<file path="src/rtl/load_store_unit.sv">
// Byte-serial RV32I load/store sequencer between the execute stage and a byte-wide data memory.
// Optional build macro MISALIGN_TRAP_EN: misaligned H/HU/W requests respond with resp_err instead of running.
module load_store_unit #(
  parameter int ADDR_WIDTH = 16,
  parameter int XLEN       = 32
) (
  input  logic                  clk,
  input  logic                  reset,
  input  logic                  req_valid,
  output logic                  req_ready,
  input  logic                  req_we,
  input  logic [2:0]            req_funct3,
  input  logic [ADDR_WIDTH-1:0] req_addr,
  input  logic [XLEN-1:0]       req_wdata,
  output logic                  resp_valid,
  output logic [XLEN-1:0]       resp_rdata,
  output logic                  resp_err,
  output logic                  mem_wd,
  output logic                  mem_rd,
  output logic [ADDR_WIDTH-1:0] mem_addr_in,
  output logic [ADDR_WIDTH-1:0] mem_addr_out,
  output logic [7:0]            mem_data_in,
  input  logic [7:0]            mem_data_out
);

  typedef enum logic [2:0] {
    S_IDLE, S_STORE, S_LOAD, S_DRAIN, S_RESP, S_ERR
  } state_t;

  state_t                state, state_nxt;
  logic                  we_q;
  logic [2:0]            funct3_q;
  logic [ADDR_WIDTH-1:0] addr_q;
  logic [XLEN-1:0]       wdata_q;
  logic [XLEN-1:0]       asm_q;
  logic [XLEN-1:0]       ext;
  logic [1:0]            cnt_q;
  logic [1:0]            last_idx;
  logic                  cap_vld_q;
  logic [1:0]            cap_idx_q;
  logic                  accept;
  logic                  bad;
  logic                  last_byte;
  logic [ADDR_WIDTH-1:0] cur_addr;

  // Handshake: a request transfers on a posedge where req_valid && req_ready;
  // req_ready is high exactly in IDLE and never depends on req_valid.
  assign req_ready = (state == S_IDLE);
  assign accept    = req_valid && req_ready;
  assign last_idx  = (funct3_q[1:0] == 2'b00) ? 2'd0 :
                     (funct3_q[1:0] == 2'b01) ? 2'd1 : 2'd3;
  assign last_byte = (cnt_q == last_idx);
  assign cur_addr  = addr_q + ADDR_WIDTH'(cnt_q);

  always_comb begin
    bad = (req_funct3 == 3'b011) || (req_funct3[2:1] == 2'b11) ||
          (req_we && req_funct3[2]);
`ifdef MISALIGN_TRAP_EN
    if (req_funct3[1:0] == 2'b01 && req_addr[0]) bad = 1'b1;
    if (req_funct3[1:0] == 2'b10 && req_addr[1:0] != 2'b00) bad = 1'b1;
`endif
  end

  always_ff @(posedge clk or posedge reset) begin
    if (reset) state <= S_IDLE;
    else       state <= state_nxt;
  end

  always_comb begin
    state_nxt = state;
    case (state)
      S_IDLE: if (accept) state_nxt = bad ? S_ERR : (req_we ? S_STORE : S_LOAD);
      S_STORE: if (last_byte) state_nxt = S_RESP;
      S_LOAD:  if (last_byte) state_nxt = S_DRAIN;
      S_DRAIN: state_nxt = S_RESP;
      S_RESP:  state_nxt = S_IDLE;
      S_ERR:   state_nxt = S_IDLE;
      default: state_nxt = S_IDLE;
    endcase
  end

  // Read data returns one cycle after its strobe, so the capture slot trails the issue counter.
  always_ff @(posedge clk or posedge reset) begin
    if (reset) begin
      we_q      <= 1'b0;
      funct3_q  <= 3'b000;
      addr_q    <= '0;
      wdata_q   <= '0;
      asm_q     <= '0;
      cnt_q     <= 2'd0;
      cap_vld_q <= 1'b0;
      cap_idx_q <= 2'd0;
    end else begin
      cap_vld_q <= (state == S_LOAD);
      cap_idx_q <= cnt_q;
      if (cap_vld_q) asm_q[{cap_idx_q, 3'b000} +: 8] <= mem_data_out;
      if (accept) begin
        we_q     <= req_we;
        funct3_q <= req_funct3;
        addr_q   <= req_addr;
        wdata_q  <= req_wdata;
        asm_q    <= '0;
        cnt_q    <= 2'd0;
      end else if (state == S_STORE || state == S_LOAD) begin
        cnt_q <= last_byte ? 2'd0 : cnt_q + 2'd1;
      end
    end
  end

  always_comb begin
    case (funct3_q)
      3'b000:  ext = {{24{asm_q[7]}}, asm_q[7:0]};
      3'b001:  ext = {{16{asm_q[15]}}, asm_q[15:0]};
      3'b100:  ext = {24'd0, asm_q[7:0]};
      3'b101:  ext = {16'd0, asm_q[15:0]};
      default: ext = asm_q;
    endcase
  end

  always_comb begin
    mem_wd       = 1'b0;
    mem_rd       = 1'b0;
    mem_addr_in  = '0;
    mem_addr_out = '0;
    mem_data_in  = 8'd0;
    resp_valid   = 1'b0;
    resp_err     = 1'b0;
    resp_rdata   = '0;
    case (state)
      S_STORE: begin
        mem_wd       = 1'b1;
        mem_addr_in  = cur_addr;
        mem_addr_out = cur_addr;
        mem_data_in  = wdata_q[{cnt_q, 3'b000} +: 8];
      end
      S_LOAD: begin
        mem_rd       = 1'b1;
        mem_addr_in  = cur_addr;
        mem_addr_out = cur_addr;
      end
      S_RESP: begin
        resp_valid = 1'b1;
        resp_rdata = we_q ? '0 : ext;
      end
      S_ERR: begin
        resp_valid = 1'b1;
        resp_err   = 1'b1;
      end
      default: ;
    endcase
  end

endmodule

</file>
<file path="config.mk">
export PLATFORM = sky130hd
export DESIGN_NAME = load_store_unit
export DESIGN_NICKNAME = d
export VERILOG_FILES = /design/src/rtl/load_store_unit.sv
export SDC_FILE = /design/constraint.sdc
export NUM_CORES = 1
export LEC_CHECK = 0
export CORE_ASPECT_RATIO = 0.7
export CORE_MARGIN = 2
export CORE_UTILIZATION = 35
export DETAILED_ROUTE_END_ITERATION = 10
export PLACE_DENSITY = 0.71
export SLEW_MARGIN = 20
export SYNTH_ARGS = -nofsm -noshare
export SYNTH_HDL_FRONTEND = slang
export SYNTH_SLANG_ARGS = --single-unit
</file>
<file path="constraint.sdc">
create_clock -name clk -period 4.53 [get_ports clk]
set_clock_uncertainty 0.15 [all_clocks]
set_input_delay 0.453 -clock clk [delete_from_list [all_inputs] [get_ports clk]]
set_output_delay 0.453 -clock clk [all_outputs]
set_load 0.005 [all_outputs]
</file>
==> impl_metrics.env <==
export IMPL_fill_cells=1192
export IMPL_multiInputGateArea_um2=2140
export IMPL_wire_per_inst_um=16.8
export IMPL_switchingPower_uw=1270
export IMPL_cell_internal_pwr_uw=2540
export IMPL_r2r_slack_ns=2.02
export IMPL_io_pins=140
export IMPL_drtIter0Drc=237
export IMPL_reg2reg_from="cap_idx_q[0]"
export IMPL_gp_congestion=0.802
export IMPL_startpoint_type="flip-flop"
export IMPL_p_leak_uw=0.00257
export IMPL_die_h_um=102
export IMPL_synth_edff_count=0
export IMPL_tritoncts="yes"
export IMPL_final_core_util=0.492
export IMPL_grt_pass1_wl_mm=19.3
export IMPL_grt_remaining_overflow=0
export IMPL_regArea_um2=2300
export IMPL_firstDrtPassIters=4
export IMPL_ys_top_cells_by_count="dfrtp_1 (92), mux2_2 (52), nor2_1 (45), a22oi_1 (32), a21oi_1 (31)"
export IMPL_status="complete, no violations"
export IMPL_setup_slack_ns=0.996
export IMPL_peakVddDrop_uv=276
export IMPL_postSynthAreaPerCell_um2=11.0
export IMPL_syn_to_final_growth_pct=36.4
export IMPL_path_clk_slew_ns=0.07
export IMPL_crit_fanout=16
export IMPL_cp_data_required_time_ns=3.93
export IMPL_cts_buffers=9
export IMPL_synth_async_sr_flop_share=1.00
export IMPL_tightest_slew_ns=1.05
export IMPL_crit_path_start="cnt_q[0]"
export IMPL_synth_nets=506
export IMPL_drive_gt1_frac=0.163
export IMPL_htreeDepth=3
export IMPL_die_area_um2=14600
export IMPL_max_cap_violations=0
export IMPL_grt_max_degree=88
export IMPL_hold_depth=1
export IMPL_clkLatencyLatePin_ns=0.33
export IMPL_seq_power_share=0.363
export IMPL_p_sw_frac=0.334
export IMPL_num_vias=3747
export IMPL_r2r_cells=6
export IMPL_dp_slack_ns=1.33
export IMPL_yosysUniqueCellTypes=48
export IMPL_cts_root_buf="clkbuf_16"
export IMPL_finalCritPeriodShare=0.780
export IMPL_setup_viol=0
export IMPL_postCtsSetupBuffers=0
export IMPL_dp_hpwl_mm=8.98
export IMPL_worstSetupEndpoint="mem_addr_out[15]"
export IMPL_synth_area_um2=4770
export IMPL_cts_resized=0
export IMPL_core_area_um2=13200
export IMPL_synth_top_area_frac=0.483
export IMPL_vias_per_cell=5.09
export IMPL_worstSetupPathType="reg -> out"
export IMPL_ys_flop_type="dfrtp_1"
export IMPL_ys_ff_latch=92
export IMPL_hold_class="reg -> reg"
export IMPL_hold_buffers=0
export IMPL_start_util=0.361
export IMPL_wirelength_mm=12.3
export IMPL_p_clk_frac=0.213
export IMPL_rows=35
export IMPL_power_density_nw_per_um2=586
export IMPL_cts_sinks=92
export IMPL_r2r_end="asm_q[2]"
export IMPL_ys_seq_area_frac=0.483
export IMPL_dp_cells=720
export IMPL_grt_use_total=0.170
export IMPL_arrival_ns=2.93
export IMPL_ys_top_cells_by_area="dfrtp_1 (48%), mux2_2 (12%), a22oi_1 (5.0%)"
export IMPL_fin_cells=736
export IMPL_drc=0
export IMPL_nets=617
export IMPL_antenna_found_initial=0
export IMPL_slew_violations=0
export IMPL_combinationalPowerShare=0.424
export IMPL_place_port_buffers=139
export IMPL_grt_setup_unrepaired="no"
export IMPL_finalSetupTns_ns=0
export IMPL_end_kind="output port"
export IMPL_fp_dieW_um=144
export IMPL_min_period_ns=3.53
export IMPL_fmax_mhz=283
export IMPL_synth_most_common_cell="dfrtp_1"
export IMPL_ys_warnings_count=0
export IMPL_synth_cells=435
export IMPL_cts_path_max_buffers=2
export IMPL_max_slew_margin_rel=0.302
export IMPL_postRouteAntennaNets=0
export IMPL_hold_violations=0
export IMPL_grt_pass1_vias=3740
export IMPL_yosysTopAreaCell="dfrtp_1"
export IMPL_insertedDiodeCount=0
[metal layers]
layer / routed length (µm) / global-route usage / vias up
li1: - / - / 1748
met1: 5710 / 0.240 / 1886
met2: 5740 / 0.264 / 102
met3: 724 / 0.0407 / 11
met4: 149 / 0.0445 / 0
met5: 0 / 0 / -
[cell families (layout without fill, tap and decap cells)]
logic type                 Yosys count  after routing  share of synthesized area
xor gates and xnor gates            10             10                     0.0184
AOI/OAI and AO/OA                   88             88                      0.114
and+or+nand+nor                    111            111                      0.128
buffers and inverters               64            180                     0.0687
adders and majority gates            8              8                     0.0226
DFF                                 92             92                      0.483
muxes                               62             62                      0.165
[worst max-delay path, stage by stage, from the launching register on]
cell and delay, ns:
dfrtp_1 0.33, buf_4 0.25, ha_1 0.24, a21oi_1 0.18, or3_4 0.43, or4_1 0.40
a21oi_1 0.22, clkdlybuf4s50_1 0.54
[how the worst min path moves through the flow]
stage	startpoint	end	slack (ns)
global placement	wdata_q[18]	wdata_q[18]	0.34
global route	wdata_q[21]	wdata_q[21]	0.38
CTS	wdata_q[20]	wdata_q[20]	0.36
floorplan	cnt_q[0]	cap_idx_q[0]	0.23
finish	wdata_q[1]	wdata_q[1]	0.36
detailed placement	wdata_q[20]	wdata_q[20]	0.34
[cell type report]
class,count,share of cell area
sequential,92,0.354
multi-input combinational,279,0.330
timing repair buffer,142,0.217
tap,185,0.0356
clock buffer,9,0.0346
clock inverter,7,0.0152
inverter,22,0.0135
[registers in the layout (all words and copies together), names as in the netlist]
register / count
state: 3
cnt_q: 2
we_q: 1
wdata_q: 32
cap_vld_q: 1
asm_q: 32
addr_q: 16
cap_idx_q: 2
funct3_q: 3
[power groups by stage]
stage	logic (µW)	clock network (µW)	registers, µW
after detailed placement	1630	0	1390
after global placement	1580	0	1370
after floorplan	1130	0	1260
final	1620	812	1380
after global routing	1770	867	1430
after CTS	1640	831	1380
[placed cells by master, fill, tap and decap left out, types with 4 or more instances in the layout]
cell | Yosys | routed
dfrtp_1 | 92 | 92
mux4_2 | 8 | 8
clkdlybuf4s50_1 | 0 | 139
nand2_1 | 11 | 11
mux2_2 | 52 | 52
and3_1 | 9 | 9
nand3_1 | 5 | 5
o21ai_0 | 15 | 15
and2_1 | 13 | 12
inv_1 | 22 | 21
xor2_1 | 5 | 5
ha_1 | 7 | 7
or3_1 | 4 | 4
a22oi_1 | 32 | 32
a21oi_1 | 31 | 31
nor2_1 | 45 | 45
clkbuf_16 | 0 | 9
xnor2_1 | 5 | 5
[through the flow]
| step | hold WS, ns | total power, µW | area, µm² |
|---|---|---|---|
| after floorplan | 0.226 | 2390 | 4770 |
| after global placement | 0.335 | 2960 | 6170 |
| after detailed placement | 0.345 | 3020 | 6180 |
| after CTS | 0.361 | 3850 | 6500 |
| after global routing | 0.376 | 4060 | 6500 |
| final | 0.358 | 3810 | 6500 |
Note: power is estimated with default switching activity, not from simulation.
